File: src/rtl/hazard_ctrl.sv
// Hazard/forwarding controller for the five-stage pipeline, with a mult/div busy interlock.
// Define HAZARD_PERF_EN to build the saturating stall-cycle counter; otherwise o_stall_cycles is tied to 0.
module hazard_ctrl #(
    parameter int REG_ID_W   = 5,
    parameter int MD_LATENCY = 4,
    parameter int CNT_W      = 32
) (
    input  logic                i_clock,
    input  logic                i_reset,
    input  logic [REG_ID_W-1:0] i_rs_id_d,
    input  logic [REG_ID_W-1:0] i_rt_id_d,
    input  logic                i_branch_d,
    input  logic [REG_ID_W-1:0] i_rs_id_e,
    input  logic [REG_ID_W-1:0] i_rt_id_e,
    input  logic [REG_ID_W-1:0] i_write_reg_e,
    input  logic                i_reg_write_e,
    input  logic                i_mem_to_reg_e,
    input  logic                i_md_start_e,
    input  logic [REG_ID_W-1:0] i_write_reg_m,
    input  logic                i_reg_write_m,
    input  logic                i_mem_to_reg_m,
    input  logic [REG_ID_W-1:0] i_write_reg_w,
    input  logic                i_reg_write_w,
    output logic                o_stall_f,
    output logic                o_stall_d,
    output logic                o_stall_e,
    output logic                o_flush_e,
    output logic                o_flush_m,
    output logic                o_forward_a_d,
    output logic                o_forward_b_d,
    output logic [1:0]          o_forward_a_e,
    output logic [1:0]          o_forward_b_e,
    output logic                o_md_busy,
    output logic [CNT_W-1:0]    o_stall_cycles
);

    localparam int MD_CNT_W = $clog2(MD_LATENCY) + 1;

    typedef enum logic {
        S_IDLE = 1'b0,
        S_BUSY = 1'b1
    } md_state_t;

    md_state_t             r_state;
    md_state_t             w_state_nxt;
    logic [MD_CNT_W-1:0]   r_md_cnt;
    logic [MD_CNT_W-1:0]   w_md_cnt_nxt;

    logic       w_run;
    logic       w_lw_stall;
    logic       w_br_stall;
    logic       w_md_busy;
    logic       w_stall_f;
    logic [1:0] w_fwd_a_e;
    logic [1:0] w_fwd_b_e;

    // Register 0 is hardwired, so it never creates a dependency.
    function automatic logic f_match(input logic [REG_ID_W-1:0] a, input logic [REG_ID_W-1:0] b);
        return (a != '0) && (a == b);
    endfunction

    assign w_run = ~i_reset;

    always_comb begin
        w_fwd_a_e = 2'b00;
        if (i_reg_write_m && f_match(i_write_reg_m, i_rs_id_e))
            w_fwd_a_e = 2'b10;
        else if (i_reg_write_w && f_match(i_write_reg_w, i_rs_id_e))
            w_fwd_a_e = 2'b01;
    end

    always_comb begin
        w_fwd_b_e = 2'b00;
        if (i_reg_write_m && f_match(i_write_reg_m, i_rt_id_e))
            w_fwd_b_e = 2'b10;
        else if (i_reg_write_w && f_match(i_write_reg_w, i_rt_id_e))
            w_fwd_b_e = 2'b01;
    end

    assign w_lw_stall = i_mem_to_reg_e && i_reg_write_e &&
                        (f_match(i_write_reg_e, i_rs_id_d) || f_match(i_write_reg_e, i_rt_id_d));

    assign w_br_stall = i_branch_d &&
                        ((i_reg_write_e &&
                          (f_match(i_write_reg_e, i_rs_id_d) || f_match(i_write_reg_e, i_rt_id_d))) ||
                         (i_mem_to_reg_m &&
                          (f_match(i_write_reg_m, i_rs_id_d) || f_match(i_write_reg_m, i_rt_id_d))));

    always_ff @(posedge i_clock or posedge i_reset) begin
        if (i_reset) begin
            r_state  <= S_IDLE;
            r_md_cnt <= '0;
        end else begin
            r_state  <= w_state_nxt;
            r_md_cnt <= w_md_cnt_nxt;
        end
    end

    // A new mult/div start seen while busy is dropped; the counter only loads from IDLE.
    always_comb begin
        w_state_nxt  = r_state;
        w_md_cnt_nxt = r_md_cnt;
        case (r_state)
            S_IDLE: begin
                if (i_md_start_e && (MD_LATENCY > 1)) begin
                    w_state_nxt  = S_BUSY;
                    w_md_cnt_nxt = MD_CNT_W'(MD_LATENCY - 1);
                end
            end
            S_BUSY: begin
                if (r_md_cnt == MD_CNT_W'(1)) begin
                    w_state_nxt  = S_IDLE;
                    w_md_cnt_nxt = '0;
                end else begin
                    w_md_cnt_nxt = r_md_cnt - MD_CNT_W'(1);
                end
            end
            default: begin
                w_state_nxt  = S_IDLE;
                w_md_cnt_nxt = '0;
            end
        endcase
    end

    assign w_md_busy = (r_state == S_BUSY);
    assign w_stall_f = w_run && (w_lw_stall || w_br_stall || w_md_busy);

    // The held ID/EX instruction must survive a busy interlock, so busy masks the flush.
    assign o_stall_f     = w_stall_f;
    assign o_stall_d     = w_stall_f;
    assign o_stall_e     = w_run && w_md_busy;
    assign o_flush_e     = w_run && (w_lw_stall || w_br_stall) && !w_md_busy;
    assign o_flush_m     = w_run && w_md_busy;
    assign o_md_busy     = w_run && w_md_busy;
    assign o_forward_a_d = w_run && i_reg_write_m && f_match(i_write_reg_m, i_rs_id_d);
    assign o_forward_b_d = w_run && i_reg_write_m && f_match(i_write_reg_m, i_rt_id_d);
    assign o_forward_a_e = w_run ? w_fwd_a_e : 2'b00;
    assign o_forward_b_e = w_run ? w_fwd_b_e : 2'b00;

`ifdef HAZARD_PERF_EN
    logic [CNT_W-1:0] r_stall_cycles;

    always_ff @(posedge i_clock or posedge i_reset) begin
        if (i_reset)
            r_stall_cycles <= '0;
        else if (w_stall_f && (r_stall_cycles != '1))
            r_stall_cycles <= r_stall_cycles + CNT_W'(1);
    end

    assign o_stall_cycles = r_stall_cycles;
`else
    assign o_stall_cycles = '0;
`endif

endmodule

File: config.mk
export PLATFORM = sky130hd
export DESIGN_NAME = hazard_ctrl
export DESIGN_NICKNAME = d
export VERILOG_FILES = /design/src/rtl/hazard_ctrl.sv
export SDC_FILE = /design/constraint.sdc
export NUM_CORES = 1
export LEC_CHECK = 0
export ABC_AREA = 0
export BUFFER_PORTS_ARGS = -buffer_cell sky130_fd_sc_hd__buf_2
export CAP_MARGIN = 0
export CORE_MARGIN = 2
export CORE_UTILIZATION = 35
export DETAILED_ROUTE_END_ITERATION = 8
export PLACE_DENSITY_LB_ADDON = 0.1
export SLEW_MARGIN = 40
export SYNTH_ARGS = -nofsm -noshare
export SYNTH_HDL_FRONTEND = slang
export SYNTH_SLANG_ARGS = --single-unit
File: constraint.sdc
create_clock -name i_clock -period 3.2 [get_ports i_clock]
set_input_delay 0.8 -clock i_clock [delete_from_list [all_inputs] [get_ports i_clock]]
set_output_delay 0.8 -clock i_clock [all_outputs]
set_load 0.005 [all_outputs]
==> results.txt, run 1 <==
outcome - completed
die height - 60.3 µm
R2R Path Start - r_md_cnt[1]
Seq/Total Area, Yosys - 9.02%
Placed Cells - 227
initial DRC count - 10
cts repair resizes - 0
Tmin final - 2.87 ns
largest net degree at the start of global routing - 9
Util after Layout - 41.7%
reg2reg end - r_md_cnt[1]
Pleak - 0.636 nW
depth of the CTS H-tree - 1
clock buffer depth - 2
most frequent cell after synthesis - buf_4
drt via density - 4.12
Area contributors post-synth - buf_4 25%, xor2_1 16%, xnor2_1 14%
Pre-antenna DRT Iters - 3
DRC errors left - 0
period utilization - 89.6%
number of synthesized flops with an enable pin - 0
I/O Buffers - 55
die width - 60.3 µm
initial antenna violation count - 0
Worst Skew - 0.00767 ns
Crit Path Category - in2out
Finished Layout Cells - 230
Fill cells - 336
Worst Hold Class - in2async
Critical Path RT - 2.40 ns
post-CTS setup buffers - 0
I/O pin cnt - 88
post-synthesis instance total - 138
TritonCTS Sinks - 4
Critical Path AT - 2.07 ns
Post-CTS Hold Buffers - 0
cells on worst reg2reg path - 5
Total Neg Setup Slack - 0 ns
nets - 234
clk_lat worst skew - 0.24 ns
worst hold slack - 0.497 ns
share of post-route cells with drive strength above 1 - 35.5%
area leader, netlist - buf_4
Final Hold Fails - 0
Max Freq - 349 MHz
CTS buffer count - 3
root buffer cell - clkbuf_4
# setup viols final - 0
Synth Flop Type - dfrtp_1
vias in the first global route - 913
Final Total Pwr - 0.385 mW
drt wl/cell - 10.2 µm
Layout area overhead - 13.9%
Yosys cell types - 33
Post-Syn Area per Cell - 8.04 µm²
via count - 948
synthesis warning total - 0
Worst setup SP type - input port
Max Fanout on Critical Path - 7
CTS tree - built
Final HPWL DP - 2190 µm
pwr dens - 304 mW/mm²
Post-synth top cells - 37 x buf_4, 20 x xor2_1, 18 x xnor2_1, 6 x nand3_1, 6 x nor2_1
Cell Rows - 20
total of max-cap violations - 0
clk slew on worst S/H paths - 0.04 ns
Slew Viols, Final - 0
Placer Congestion - 0.857
global-route wire length before repair - 3690 µm
R2R Setup Slk - 2.12 ns
WL final - 2350 µm
Crit. End Element - primary output
RSZ-0062 raised after global routing - no
Core ar. - 0.00303 mm²
Total GRT Usage - 13.3%
die area - 0.00364 mm²
Post-DRT Antenna Nets - 0
ys async rst share - 100%
Initial Utilization - 36.7%
register bit total from synthesis - 4
Synth top area share - 25.0%
Antenna Cells - 0
Netlist Area Pre-Place - 0.00111 mm²
VDD IR max - 0.103 mV
total global routing overflow - 0
flip-flops by register name, summed over array words and instances, names as in the netlist:
register	cells
r_md_cnt	3
r_state	1
how the worst max path moves through the flow:
stage / startpoint / end / depth (start not counted)
detailed placement: i_reset / o_forward_b_e[0] / 6
global route: i_write_reg_m[4] / o_stall_f / 7
floorplan: i_write_reg_m[0] / o_stall_f / 7
finish: i_reset / o_forward_b_e[0] / 6
CTS: i_reset / o_forward_b_e[0] / 6
global placement: i_reset / o_forward_b_e[0] / 6
report_power, final:
part | total [mW] | internal [mW] | switching [mW]
clock network | 0.0646 | 0.0421 | 0.0226
logic | 0.219 | 0.107 | 0.112
registers | 0.101 | 0.0756 | 0.0250
logic make-up (layout without fill, tap and decap cells):
logic type / after synthesis / count (layout) / share of synthesized area, %
AOI/OAI and AO/OA: 12 / 12 / 6.65
adders and majority gates: 2 / 2 / 2.25
muxes: 1 / 1 / 0.902
DFF: 4 / 4 / 9.02
xor gates and xnor gates: 40 / 40 / 32.9
other: 1 / 32 / 0.338
buffers and inverters: 45 / 62 / 29.8
and+or+nand+nor: 33 / 33 / 18.1
critical path: stages:
cell and delay (ns):
buf_2 0.14, inv_1 0.16, o211ai_1 0.13, or4_1 0.54
nor4_2 0.15, buf_2 0.15
layer usage:
metal	up-vias	global-route usage [%]	wire (µm)
met3	2	2.16	148
met4	0	3.81	10
met2	38	25.3	1280
met1	425	15.0	915
met5	-	0	0
li1	483	-	-
cell usage in the layout (no fill, tap or decap), types with 2 or more instances in the layout:
| cell | count |
|---|---|
| o21ai_1 | 3 |
| clkbuf_4 | 3 |
| nand3_1 | 6 |
| conb_1 | 32 |
| buf_2 | 55 |
| xor2_1 | 20 |
| inv_1 | 4 |
| ha_1 | 2 |
| nor3_2 | 2 |
| a21oi_1 | 3 |
| or4_1 | 2 |
| xnor2_2 | 2 |
| nand2_2 | 2 |
| xnor2_1 | 18 |
| nor4_1 | 2 |
| nor2_1 | 6 |
| nor3b_1 | 2 |
| dfrtp_1 | 4 |
| nor3_1 | 5 |
final cells by class:
type	count	area, µm²	share of cell area, %
inverter	4	15.0	1.19
sequential	4	100	7.92
multi-input combinational	120	796	63.0
tap	44	55.1	4.36
clock buffer	3	22.5	1.78
timing repair buffer	55	275	21.8
through the flow:
stage / setup WS, ns / cell area [µm²]
after floorplan: 0.489 / 1230
after global placement: 0.333 / 1240
after detailed placement: 0.312 / 1240
after CTS: 0.308 / 1260
after global routing: 0.200 / 1260
final: 0.333 / 1260
Power figures use the tool's default switching activity.
==> inputs of run 2 (changes only) <==
--- a/config.mk
+++ b/config.mk
@@ -11,6 +11,7 @@
 export CORE_MARGIN = 2
 export CORE_UTILIZATION = 35
 export DETAILED_ROUTE_END_ITERATION = 8
+export MAX_ROUTING_LAYER = met4
 export PLACE_DENSITY_LB_ADDON = 0.1
 export SLEW_MARGIN = 40
 export SYNTH_ARGS = -nofsm -noshare
==> constraint.sdc (replaced) <==
create_clock -name i_clock -period 2.5 [get_ports i_clock]
set_input_delay 0.625 -clock i_clock [delete_from_list [all_inputs] [get_ports i_clock]]
set_output_delay 0.625 -clock i_clock [all_outputs]
set_load 0.005 [all_outputs]
==> results.txt, run 2 (same netlist as run 1, synthesis figures left out) <==
clock power share - 15.6% (-1.2 points)
Cell Rows - 20 (unchanged)
Critical Path Source - i_rs_id_e[3]
total global routing overflow - 0 (unchanged)
clock buffer depth - 2 (unchanged)
Max Freq - 408 MHz
commonest non-fill, non-tap cell in the layout - buf_2
Total GRT Usage - 14.1% (+0.81 points)
post-CTS setup buffers - 0 (unchanged)
TritonCTS Sinks - 4 (unchanged)
VDD IR max - 0.150 mV (+46%)
share of post-route cells with drive strength above 1 - 39.6% (+4.1 points)
DRC errors left - 0 (unchanged)
largest net degree at the start of global routing - 9 (unchanged)
Final Total Pwr - 0.509 mW (+32%)
Antenna Cells - 0 (unchanged)
vias in the first global route - 925 (+1.3%)
die area - 0.00364 mm² (unchanged)
CTS tree - built
global-route wire length before repair - 3780 µm (+2.4%)
Util after Layout - 46.0% (+4.3 points)
Max Fanout on Critical Path - 2 (-5)
reg2reg end - r_md_cnt[1]
Initial Utilization - 36.7% (unchanged)
initial DRC count - 14 (+4)
depth of the CTS H-tree - 1 (unchanged)
Worst Hold Class - in2async
Placer Congestion - 0.869 (+1.4%)
Post-DRT Antenna Nets - 0 (unchanged)
nets - 240 (+2.6%)
Layout area overhead - 25.6%
Pre-antenna DRT Iters - 4 (+1)
Critical Path AT - 1.83 ns (-0.24 ns)
die width - 60.3 µm (unchanged)
initial antenna violation count - 0 (unchanged)
Worst Skew - 0.00317 ns (-0.00450 ns)
cells on worst reg2reg path - 5 (unchanged)
Post-CTS Hold Buffers - 0 (unchanged)
final worst slack - 0.0475 ns (-0.285 ns)
outcome - completed
WL final - 2490 µm (+6.0%)
period utilization - 98.1%
cts repair resizes - 0 (unchanged)
Final Hold Fails - 0 (unchanged)
# setup viols final - 0 (unchanged)
Slew Viols, Final - 0 (unchanged)
Sequential Power Share - 25.6% (-0.5 points)
Crit Path Category - in2out
via count - 987 (+4.1%)
RSZ-0062 raised after global routing - yes
drt via density - 4.18 (+1.5%)
Pleak - 0.695 nW (+9.3%)
clk_lat worst skew - 0.23 ns (about the same)
Largest Register - r_md_cnt
P_int - 0.304 mW (+35%)
Net Sw Frac - 40.3% (-1.2 points)
pwr dens - 365 mW/mm² (+20%)
Worst setup SP type - input port
R2R Path Start - r_md_cnt[1]
Crit. End Element - primary output
I/O pin cnt - 88 (unchanged)
root buffer cell - clkbuf_4
Total Neg Setup Slack - 0 ns (unchanged)
DP Worst Slack - 0.0125 ns (-0.300 ns)
commonest non-fill, non-tap cells in the layout - 44 x buf_2, 32 x conb_1, 20 x xor2_1, 17 x xnor2_1, 9 x buf_4
Tmin final - 2.45 ns
Core ar. - 0.00303 mm² (unchanged)
I/O Buffers - 55 (unchanged)
clk slew on worst S/H paths - 0.04 ns (about the same)
total of max-cap violations - 0 (unchanged)
Final HPWL DP - 2290 µm (+4.9%)
die height - 60.3 µm (unchanged)
R2R Setup Slk - 1.41 ns (-0.71 ns)
combinational power share - 58.8% (+1.7 points)
drt wl/cell - 10.6 µm (+3.3%)
max reg flops - 3 (unchanged)
CTS buffer count - 3 (unchanged)
largest registers - r_md_cnt (3), r_state (1)
Critical Path RT - 1.88 ns (-0.52 ns)
Net Sw Power - 0.205 mW (+29%)
==> run 2: stage by stage <==
stage | cells | hold WS [ns] | instance area (µm²)
floorplan | 169 | 0.404 | 1230
global placement | 233 | 0.499 | 1290
global route | 236 | 0.430 | 1390
detailed placement | 233 | 0.512 | 1290
finish | 236 | 0.405 | 1390
CTS | 236 | 0.418 | 1310
==> run 2: area by class of cell <==
class | count | area [µm²]
fillers | 322 | 1630
repair buffers | 61 | 382
clock buffers | 3 | 22.5
multi-input cells | 120 | 820
inverters | 4 | 15.0
flip-flops and latches | 4 | 100
well taps | 44 | 55.1
==> run 2: power groups by stage <==
| stage | registers, mW | logic, mW | clock network [mW] |
|---|---|---|---|
| global route | 0.136 | 0.341 | 0.0850 |
| CTS | 0.130 | 0.290 | 0.0824 |
| finish | 0.130 | 0.300 | 0.0792 |
| floorplan | 0.114 | 0.254 | 0 |
| global placement | 0.130 | 0.283 | 0 |
| detailed placement | 0.132 | 0.287 | 0 |
==> run 2: worst max-delay path by stage <==
| stage | endpoint | slack (ns) |
|---|---|---|
| 2_1_floorplan | o_stall_f | 0.14 |
| 3_3_place_gp | o_forward_a_e[0] | 0.04 |
| 3_5_place_dp | o_forward_a_e[0] | 0.01 |
| 4_1_cts | o_flush_e | 0.009 |
| 5_1_grt | o_forward_a_e[0] | -0.01 |
| 6_report | o_forward_a_e[0] | 0.05 |
==> run 2: per-layer routing <==
metal / global-route usage (%) / up-vias / share of wire (%)
li1: - / 497 / -
met1: 14.7 / 448 / 37
met2: 28.0 / 40 / 57
met3: 0.866 / 2 / 5.8
met4: 3.81 / 0 / 0.16
met5: - / - / 0
==> run 2: critical path: stages <==
cell,delay (ns)
buf_8,0.10
xnor2_2,0.14
nand3_1,0.09
or4_4,0.54
and4_1,0.21
buf_2,0.12
==> inputs of run 3 (changes only) <==
==> constraint.sdc (replaced) <==
create_clock -name i_clock -period 2.5 [get_ports i_clock]
set_input_delay 0.625 -clock i_clock [delete_from_list [all_inputs] [get_ports i_clock]]
set_output_delay 0.625 -clock i_clock [all_outputs]
set_load 0.02 [all_outputs]
==> results.txt, run 3 (same netlist as run 1, synthesis figures left out) <==
max reg flops - 3 (unchanged)
Fill cells - 312 (-3.1%)
Final Hold Fails - 0 (unchanged)
DRC errors left - 0 (unchanged)
Final Total Pwr - 0.598 mW (+17%)
period utilization - 98.5% (+0.44 points)
Core ar. - 0.00303 mm² (unchanged)
reg2reg end - r_md_cnt[1]
cells on worst reg2reg path - 5 (unchanged)
worst hold slack - 0.387 ns (-0.0178 ns)
Antenna Cells - 0 (unchanged)
via count - 990 (+0.30%)
R2R Setup Slk - 1.40 ns (about the same)
Initial Utilization - 36.7% (unchanged)
Worst Skew - 0.00567 ns (+0.00250 ns)
Critical Path RT - 1.88 ns (about the same)
share of post-route cells with drive strength above 1 - 47.7% (+8.1 points)
Post-DRT Antenna Nets - 0 (unchanged)
R2R Path Start - r_md_cnt[1]
nets - 245 (+2.1%)
Max Fanout on Critical Path - 5 (+3)
Tmin final - 2.46 ns (+0.0110 ns)
Total Neg Setup Slack - 0 ns (unchanged)
clk slew on worst S/H paths - 0.04 ns (about the same)
Placer Congestion - 0.832 (-4.2%)
Max Freq - 406 MHz (-0.45%)
vias in the first global route - 896 (-3.1%)
Final HPWL DP - 2260 µm (-1.5%)
Pre-antenna DRT Iters - 2 (-2)
drt wl/cell - 10.6 µm (+0.91%)
post-CTS setup buffers - 0 (unchanged)
commonest non-fill, non-tap cells in the layout - 41 x buf_2, 32 x conb_1, 20 x xor2_1, 14 x buf_4
die area - 0.00364 mm² (unchanged)
RSZ-0062 raised after global routing - yes
I/O pin cnt - 88 (unchanged)
# setup viols final - 0 (unchanged)
Worst Hold Class - in2async
global-route wire length before repair - 3740 µm (-1.1%)
die width - 60.3 µm (unchanged)
Largest Register - r_md_cnt
Crit. End Element - primary output
Cell Rows - 20 (unchanged)
final worst slack - 0.0364 ns (-0.0110 ns)
Crit Path Category - in2out
Post-CTS Hold Buffers - 0 (unchanged)
Slew Viols, Final - 0 (unchanged)
pwr dens - 386 mW/mm² (+5.6%)
total of max-cap violations - 0 (unchanged)
Total GRT Usage - 13.4% (-0.72 points)
DP Worst Slack - -0.0493 ns (-0.0617 ns)
clk_lat worst skew - 0.23 ns (about the same)
drt via density - 4.11 (-1.8%)
die height - 60.3 µm (unchanged)
Layout area overhead - 39.6%
I/O Buffers - 55 (unchanged)
largest registers - r_md_cnt (3), r_state (1)
total global routing overflow - 0 (unchanged)
depth of the CTS H-tree - 1 (unchanged)
Critical Path AT - 1.84 ns (about the same)
clock buffer depth - 2 (unchanged)
WL final - 2570 µm (+3.1%)
CTS tree - built
VDD IR max - 0.190 mV (+27%)
Worst setup SP type - input port
Pleak - 0.775 nW (+11%)
TritonCTS Sinks - 4 (unchanged)
initial DRC count - 21 (+7)
root buffer cell - clkbuf_4
initial antenna violation count - 0 (unchanged)
largest net degree at the start of global routing - 9 (unchanged)
outcome - completed
CTS buffer count - 3 (unchanged)
commonest non-fill, non-tap cell in the layout - buf_2
run 3: cell count changes in the layout (fill, tap and decap cells not counted), moves of 2 or more:
cell / previous run / this run
buf_6: 7 / 10
xnor2_1: 17 / 10
nand3_2: 0 / 2
nand3_1: 6 / 4
buf_2: 44 / 41
buf_4: 9 / 14
nor3_4: 0 / 2
xnor2_2: 3 / 10
run 3: per-stage QoR:
stage          instances  utilization, %  area [µm²]
5_1_grt              241            51.2        1550
3_5_place_dp         239            44.6        1350
6_report             241            51.2        1550
2_1_floorplan        169               -        1230
4_1_cts              241            47.4        1430
3_3_place_gp         239            44.6        1350
run 3: cell type report:
class | count | area (µm²) | area share, %
repair buffers | 66 | 443 | 28.6
multi-input cells | 120 | 913 | 59.0
well taps | 44 | 55.1 | 3.55
inverters | 4 | 15.0 | 0.969
clock buffers | 3 | 22.5 | 1.45
flip-flops and latches | 4 | 100 | 6.46
run 3: worst max-delay path: stages:
cell and delay (ns):
buf_6 0.12, xnor2_2 0.14, nand3_1 0.10, or4_4 0.52, and4_1 0.22, buf_6 0.13
run 3: power by group:
part           internal, mW  switching (mW)  leakage (nW)
Combinational         0.175           0.213         0.715
Clock                0.0536          0.0250        0.0138
Sequential           0.0968          0.0348        0.0460
Total                 0.325           0.272         0.775
run 3: repair_timing:
action                     in CTS  in global routing
hold endpoints to repair        0                  0
pin swaps                      12                 15
resized for setup              19                 22
setup endpoints to repair       4                  5
run 3: worst max path at each step:
stage	startpoint	to	slack [ns]
after floorplan	i_write_reg_m[0]	o_flush_e	-0.06
after global placement	i_write_reg_m[4]	o_flush_e	-0.01
after detailed placement	i_write_reg_m[4]	o_flush_e	-0.05
after CTS	i_write_reg_m[2]	o_forward_a_e[0]	0.002
after global routing	i_write_reg_e[4]	o_flush_e	-0.02
final	i_write_reg_m[2]	o_forward_a_e[0]	0.04
run 3: metal layers:
metal,up-vias,wire length [µm],GRT usage [%]
met5,-,0,-
met4,0,0,0
met3,0,166,2.16
met2,42,1420,24.5
met1,442,980,16.2
li1,506,-,-
